$ cat src/rtl/fetch_pkg.sv
// Shared fetch/decoder types: branch encoding, fetch FSM states and default widths.
// Used by instr_fetch and jump_lut (RELATIVE_BRANCH_EN is handled in instr_fetch).
package fetch_pkg;

    localparam int PC_W_DEF    = 10;
    localparam int INSTR_W_DEF = 9;
    localparam int LUT_IDX_W   = 4;

    typedef enum logic [1:0] {
        BR_NONE   = 2'b00,
        BR_SC1    = 2'b01,
        BR_SC0    = 2'b10,
        BR_ALWAYS = 2'b11
    } branch_t;

    typedef enum logic [1:0] {
        IDLE = 2'b00,
        RUN  = 2'b01,
        DONE = 2'b10
    } fetch_state_t;

    function automatic logic branch_taken(input branch_t br, input logic sc);
        case (br)
            BR_SC1:    return sc;
            BR_SC0:    return ~sc;
            BR_ALWAYS: return 1'b1;
            default:   return 1'b0;
        endcase
    endfunction

endpackage

$ cat src/rtl/jump_lut.sv
// Jump-target register file: one synchronous write port, one combinational
// read port, all entries cleared by asynchronous reset.
module jump_lut
    import fetch_pkg::*;
#(
    parameter int DEPTH  = 16,
    parameter int IDX_W  = LUT_IDX_W,
    parameter int DATA_W = PC_W_DEF
) (
    input  logic              clk_i,
    input  logic              rst_i,
    input  logic              wr_en_i,
    input  logic [IDX_W-1:0]  wr_idx_i,
    input  logic [DATA_W-1:0] wr_data_i,
    input  logic [IDX_W-1:0]  rd_idx_i,
    output logic [DATA_W-1:0] rd_data_o
);

    logic [DATA_W-1:0] mem_q [DEPTH];

    always_ff @(posedge clk_i or posedge rst_i) begin
        if (rst_i) begin
            for (int i = 0; i < DEPTH; i++) begin
                mem_q[i] <= '0;
            end
        end else if (wr_en_i) begin
            mem_q[wr_idx_i] <= wr_data_i;
        end
    end

    // Read returns the pre-write value when the same entry is written this cycle.
    assign rd_data_o = mem_q[rd_idx_i];

endmodule

$ cat src/rtl/instr_fetch.sv
// Program counter / fetch unit: sequences IDLE -> RUN -> DONE, resolves branches
// through jump_lut. Define RELATIVE_BRANCH_EN to treat table entries as signed PC offsets.
module instr_fetch
    import fetch_pkg::*;
#(
    parameter int PC_W      = PC_W_DEF,
    parameter int INSTR_W   = INSTR_W_DEF,
    parameter int LUT_DEPTH = 16
) (
    input  logic                 Clk,
    input  logic                 Reset,
    input  logic                 start,
    input  logic [PC_W-1:0]      prog_last,
    output logic [PC_W-1:0]      rom_addr,
    input  logic [INSTR_W-1:0]   rom_data,
    output logic [INSTR_W-1:0]   instr,
    output logic                 instr_valid,
    input  logic [1:0]           branch,
    input  logic [LUT_IDX_W-1:0] target_sel,
    input  logic                 sc_in,
    input  logic                 lut_wr_en,
    input  logic [LUT_IDX_W-1:0] lut_wr_idx,
    input  logic [PC_W-1:0]      lut_wr_data,
    output logic                 done,
    output logic [15:0]          cycle_cnt,
    output fetch_state_t         dbg_state_o
);

    fetch_state_t    state_q;
    logic [PC_W-1:0] pc_q;
    logic [15:0]     cnt_q;
    logic            done_q;
    logic            valid_q;

    logic [PC_W-1:0] lut_rd;
    logic [PC_W-1:0] target_d;
    logic [PC_W-1:0] pc_inc_d;
    logic [15:0]     cnt_d;
    logic            taken_d;

    jump_lut #(
        .DEPTH  (LUT_DEPTH),
        .IDX_W  (LUT_IDX_W),
        .DATA_W (PC_W)
    ) u_jump_lut (
        .clk_i     (Clk),
        .rst_i     (Reset),
        .wr_en_i   (lut_wr_en),
        .wr_idx_i  (lut_wr_idx),
        .wr_data_i (lut_wr_data),
        .rd_idx_i  (target_sel),
        .rd_data_o (lut_rd)
    );

    always_comb begin
        taken_d  = branch_taken(branch_t'(branch), sc_in);
        pc_inc_d = pc_q + PC_W'(1);
        cnt_d    = (cnt_q == 16'hFFFF) ? cnt_q : cnt_q + 16'd1;
`ifdef RELATIVE_BRANCH_EN
        // Same-width add is the sign-extended offset taken modulo 2^PC_W.
        target_d = pc_q + lut_rd;
`else
        target_d = lut_rd;
`endif
    end

    always_ff @(posedge Clk or posedge Reset) begin
        if (Reset) begin
            state_q <= IDLE;
            pc_q    <= '0;
            cnt_q   <= '0;
            done_q  <= 1'b0;
            valid_q <= 1'b0;
        end else begin
            case (state_q)
                IDLE, DONE: begin
                    if (start) begin
                        state_q <= RUN;
                        pc_q    <= '0;
                        cnt_q   <= '0;
                        done_q  <= 1'b0;
                        valid_q <= 1'b1;
                    end
                end
                RUN: begin
                    cnt_q <= cnt_d;
                    if (taken_d) begin
                        pc_q <= target_d;
                    end else if (pc_q == prog_last) begin
                        state_q <= DONE;
                        done_q  <= 1'b1;
                        valid_q <= 1'b0;
                    end else begin
                        pc_q <= pc_inc_d;
                    end
                end
                default: begin
                    state_q <= IDLE;
                    done_q  <= 1'b0;
                    valid_q <= 1'b0;
                end
            endcase
        end
    end

    assign rom_addr    = pc_q;
    assign instr       = valid_q ? rom_data : '0;
    assign instr_valid = valid_q;
    assign done        = done_q;
    assign cycle_cnt   = cnt_q;
    assign dbg_state_o = state_q;

endmodule

$ cat config.mk
export PLATFORM = sky130hd
export DESIGN_NAME = instr_fetch
export DESIGN_NICKNAME = d
export VERILOG_FILES = /design/src/rtl/fetch_pkg.sv /design/src/rtl/jump_lut.sv /design/src/rtl/instr_fetch.sv
export SDC_FILE = /design/constraint.sdc
export NUM_CORES = 1
export LEC_CHECK = 0
export ABC_AREA = 1
export CAP_MARGIN = 25
export CELL_PAD_IN_SITES_DETAIL_PLACEMENT = 1
export CELL_PAD_IN_SITES_GLOBAL_PLACEMENT = 1
export CORE_MARGIN = 3
export CORE_UTILIZATION = 30
export CTS_CLUSTER_DIAMETER = 30
export DETAILED_ROUTE_END_ITERATION = 6
export PLACE_DENSITY = 0.64
export SETUP_SLACK_MARGIN = 0.2
export SLEW_MARGIN = 20
export SYNTH_ARGS = -nofsm -noshare
export SYNTH_HDL_FRONTEND = slang
export SYNTH_HIERARCHICAL = 1
export SYNTH_SLANG_ARGS = --single-unit
$ cat constraint.sdc
create_clock -name Clk -period 5.1 [get_ports Clk]
set_input_delay 1.02 -clock Clk [delete_from_list [all_inputs] [get_ports Clk]]
set_output_delay 1.02 -clock Clk [all_outputs]
set_load 0.1 [all_outputs]
==> impl_metrics.json <==
{
  "grt_usage": 0.177,
  "final_util": 0.356,
  "drv_cap": 0,
  "yosys_warnings": 6,
  "dieArea_um2": 35700,
  "slowest_delay_ps": 1130,
  "relSlewSlack": 0.330,
  "post-cts-setup-buffers": 0,
  "cts.sinks": 189,
  "start_util": 0.307,
  "first_pass_iters": 5,
  "grt_pass1_vias": 9166,
  "cts_tree": "yes",
  "hold_path_class": "reg -> reg",
  "ys_seq_area_frac": 0.471,
  "syn_inst": 1383,
  "cts.clk_slew.worst_paths_ps": 60,
  "fmaxAchievable_mhz": 267,
  "power_mw": 5.35,
  "fill_cells": 4081,
  "timing.rr.start": "dbg_state_o[0]$_DFFE_PP0P_",
  "syn_avg_cell_area_um2": 7.27,
  "dieHeight_um": 189,
  "area.sequential_um2": 4730,
  "cts_root_buffer": "clkbuf_16",
  "cp_common_cell": "clkdlybuf4s50_1",
  "diodes": 0,
  "synth_nets": 1429,
  "drt-vias-per-instance": 4.76,
  "routed_wl_mm": 30.8,
  "finalCriticalPeriod_ps": 3750,
  "slew_violations": 0,
  "htreeDepth": 4,
  "synth_seq_cells": 189,
  "required_ps": 4080,
  "critPathLaunch": "rom_data[5]",
  "layout.nets": 1458,
  "syn_area_um2": 10100,
  "finalSetupTns_ps": 0,
  "clk-insertion-delay-late_ps": 440,
  "cp_num_buf_inv": 3,
  "vias": 8885,
  "final_cell_count_no_fill": 1867,
  "setup_viol": 0,
  "cts_buffers": 17,
  "cpLargestDelayFamily": "buffers and inverters",
  "end_kind": "output pin",
  "ys_types": 30,
  "min-delay-start": "u_jump_lut/mem_q[47]$_DFFE_PP0P_",
  "skew_ps": 13.8,
  "dr.first_iter.drc_count": 516,
  "hold_viol_final": 0,
  "multi_input_comb_area_um2": 4150,
  "grt_pass1_wl_mm": 50.6,
  "gp_congestion": 0.762,
  "pwr_density_cell_nw_per_um2": 458,
  "dp.cells": 1835,
  "cts_resized": 0,
  "p_leak_nw": 5.74,
  "place_ws_ps": 1340,
  "period_share": 0.735,
  "crit_chain": "clkdlybuf4s50_1, nand2_1, inv_1, clkdlybuf4s50_1",
  "grt_overflow": 0,
  "placeableCoreArea_um2": 32800,
  "area_growth_pct": 16.2,
  "drcViolationCount": 0,
  "dp_hpwl_mm": 19.9,
  "io_buffers": 82,
  "path_max_fanout": 1,
  "num_rows": 66,
  "die_w_um": 189,
  "rrSetupSlack_ps": 2830,
  "cp.arrival_ps": 2730,
  "rsz0062_at_grt": "false",
  "cp_slowest_cell": "clkdlybuf4s50_1",
  "peakVddDrop_v": 0.000318,
  "status": "finished, final reports clean",
  "setup_slack_ps": 1350,
  "cp-start-kind": "input port",
  "postCtsHoldBufs": 0,
  "cts_buffer_depth": 2,
  "grt_max_degree": 85,
  "num_io_pins": 83,
  "crit_type": "in -> out",
  "ant_nets": 0,
  "antenna_found_initial": 0,
  "post_route_cells_drive_above_1_share": 0.0660,
  "tightest_slew_ps": 1000,
  "wl_per_cell_um": 16.5
}
-- cell usage after synthesis --
master / count / area share
nand2_1: 476 / 0.18
dfrtp_1: 189 / 0.47
inv_1: 189 / 0.071
nand3_1: 171 / 0.085
o21ai_1: 90 / 0.045
o21ai_0: 73 / 0.036
buf_2: 48 / 0.024
nor2_1: 29 / 0.011
clkbuf_1: 25 / 0.0093
o21ai_2: 15 / 0.013
nand2_2: 9 / 0.0056
nand4_1: 8 / 0.0050
xnor2_1: 8 / 0.0070
inv_2: 7 / 0.0026
xor2_1: 6 / 0.0052
a21oi_1: 5 / 0.0025
buf_4: 5 / 0.0037
buf_6: 5 / 0.0056
nor3_2: 5 / 0.0050
nor2_2: 3 / 0.0019
or2_2: 3 / 0.0019
buf_1: 2 / 0.00075
ha_1: 2 / 0.0025
nand3_2: 2 / 0.0020
nor2_4: 2 / 0.0022
nor3_1: 2 / 0.0010
clkinv_1: 1 / 0.00037
nand3b_1: 1 / 0.00075
nor3_4: 1 / 0.0016
nor4_1: 1 / 0.00062
-- area by class of cell --
type	count	area share
Sequential cell	189	0.405
Multi-Input combinational cell	912	0.356
Timing Repair Buffer	95	0.0788
Inverter	197	0.0636
Tap cell	442	0.0473
Clock buffer	20	0.0391
Clock inverter	12	0.0107
-- cell usage in the layout (no fill, tap or decap), drive strengths merged --
cell type      synthesis  layout
clkbuf                25      20
o21ai                178     178
a21oi                  5       5
dfrtp                189     189
nand2                485     485
nor2                  34      34
xor2                   6       6
bufinv                 0       1
nand4                  8       8
nor4                   1       1
xnor2                  8       8
clkinvlp               0       3
nand3b                 1       1
inv                  196     201
nor3                   8       8
buf                   60      15
nand3                173     173
clkinv                 1       4
or2                    3       3
clkdlybuf4s50          0      80
ha                     2       2
-- stage by stage --
step	hold slack [ps]	area (um^2)
2_1_floorplan	453	10100
3_3_place_gp	467	11100
3_5_place_dp	469	11100
4_1_cts	486	11700
5_1_grt	505	11700
6_report	484	11700
-- worst reg2reg max path, stage by stage (launching register included) --
cell and delay [ps]:
dfrtp_1 390, inv_1 110, nor2_4 430, inv_1 400
nand2_1 170, nand2_2 330, inv_1 240, nand2_1 70
nand2_1 60
-- logic make-up (layout without fill, tap and decap cells) --
family | count (synthesis) | count (layout) | share of synthesized area
and+or+nand+nor | 713 | 713 | 0.301
xor gates and xnor gates | 14 | 14 | 0.0122
buffers and inverters | 282 | 324 | 0.117
AOI/OAI and AO/OA | 183 | 183 | 0.0967
adders and majority gates | 2 | 2 | 0.00249
DFF | 189 | 189 | 0.471
-- worst paths after layout --
path                       cells after the start                           endpoint
max                                            4                           instr[5]
max in group asynchronous                      3  u_jump_lut/mem_q[113]$_DFFE_PP0P_
min in group asynchronous                      2         dbg_state_o[1]$_DFFE_PP0P_
min                                            2   u_jump_lut/mem_q[47]$_DFFE_PP0P_
min reg2reg                                    2   u_jump_lut/mem_q[47]$_DFFE_PP0P_
max reg2reg                                    8           cycle_cnt[3]$_DFFE_PP0P_
-- where the power goes --
part           switching, mW  internal [mW]  leakage (nW)  total (mW)
combinational           1.36          0.539          3.09        1.90
clock                  0.636          0.715         0.282        1.35
sequential             0.261           1.84          2.37        2.10
total                   2.25           3.10          5.74        5.35
-- flip-flops by register name, summed over array words and instances (netlist names) --
name              cells
u_jump_lut/mem_q    160
cycle_cnt            16
rom_addr             10
dbg_state_o           2
instr_valid           1
-- routing by layer --
metal | vias to the layer above | global-route usage | share of wire
met4 | 0 | 0.0364 | 0.0099
met3 | 19 | 0.0267 | 0.034
met2 | 126 | 0.287 | 0.46
met1 | 4391 | 0.252 | 0.50
met5 | - | 0 | 0
li1 | 4349 | - | -
Power figures use the tool's default switching activity.
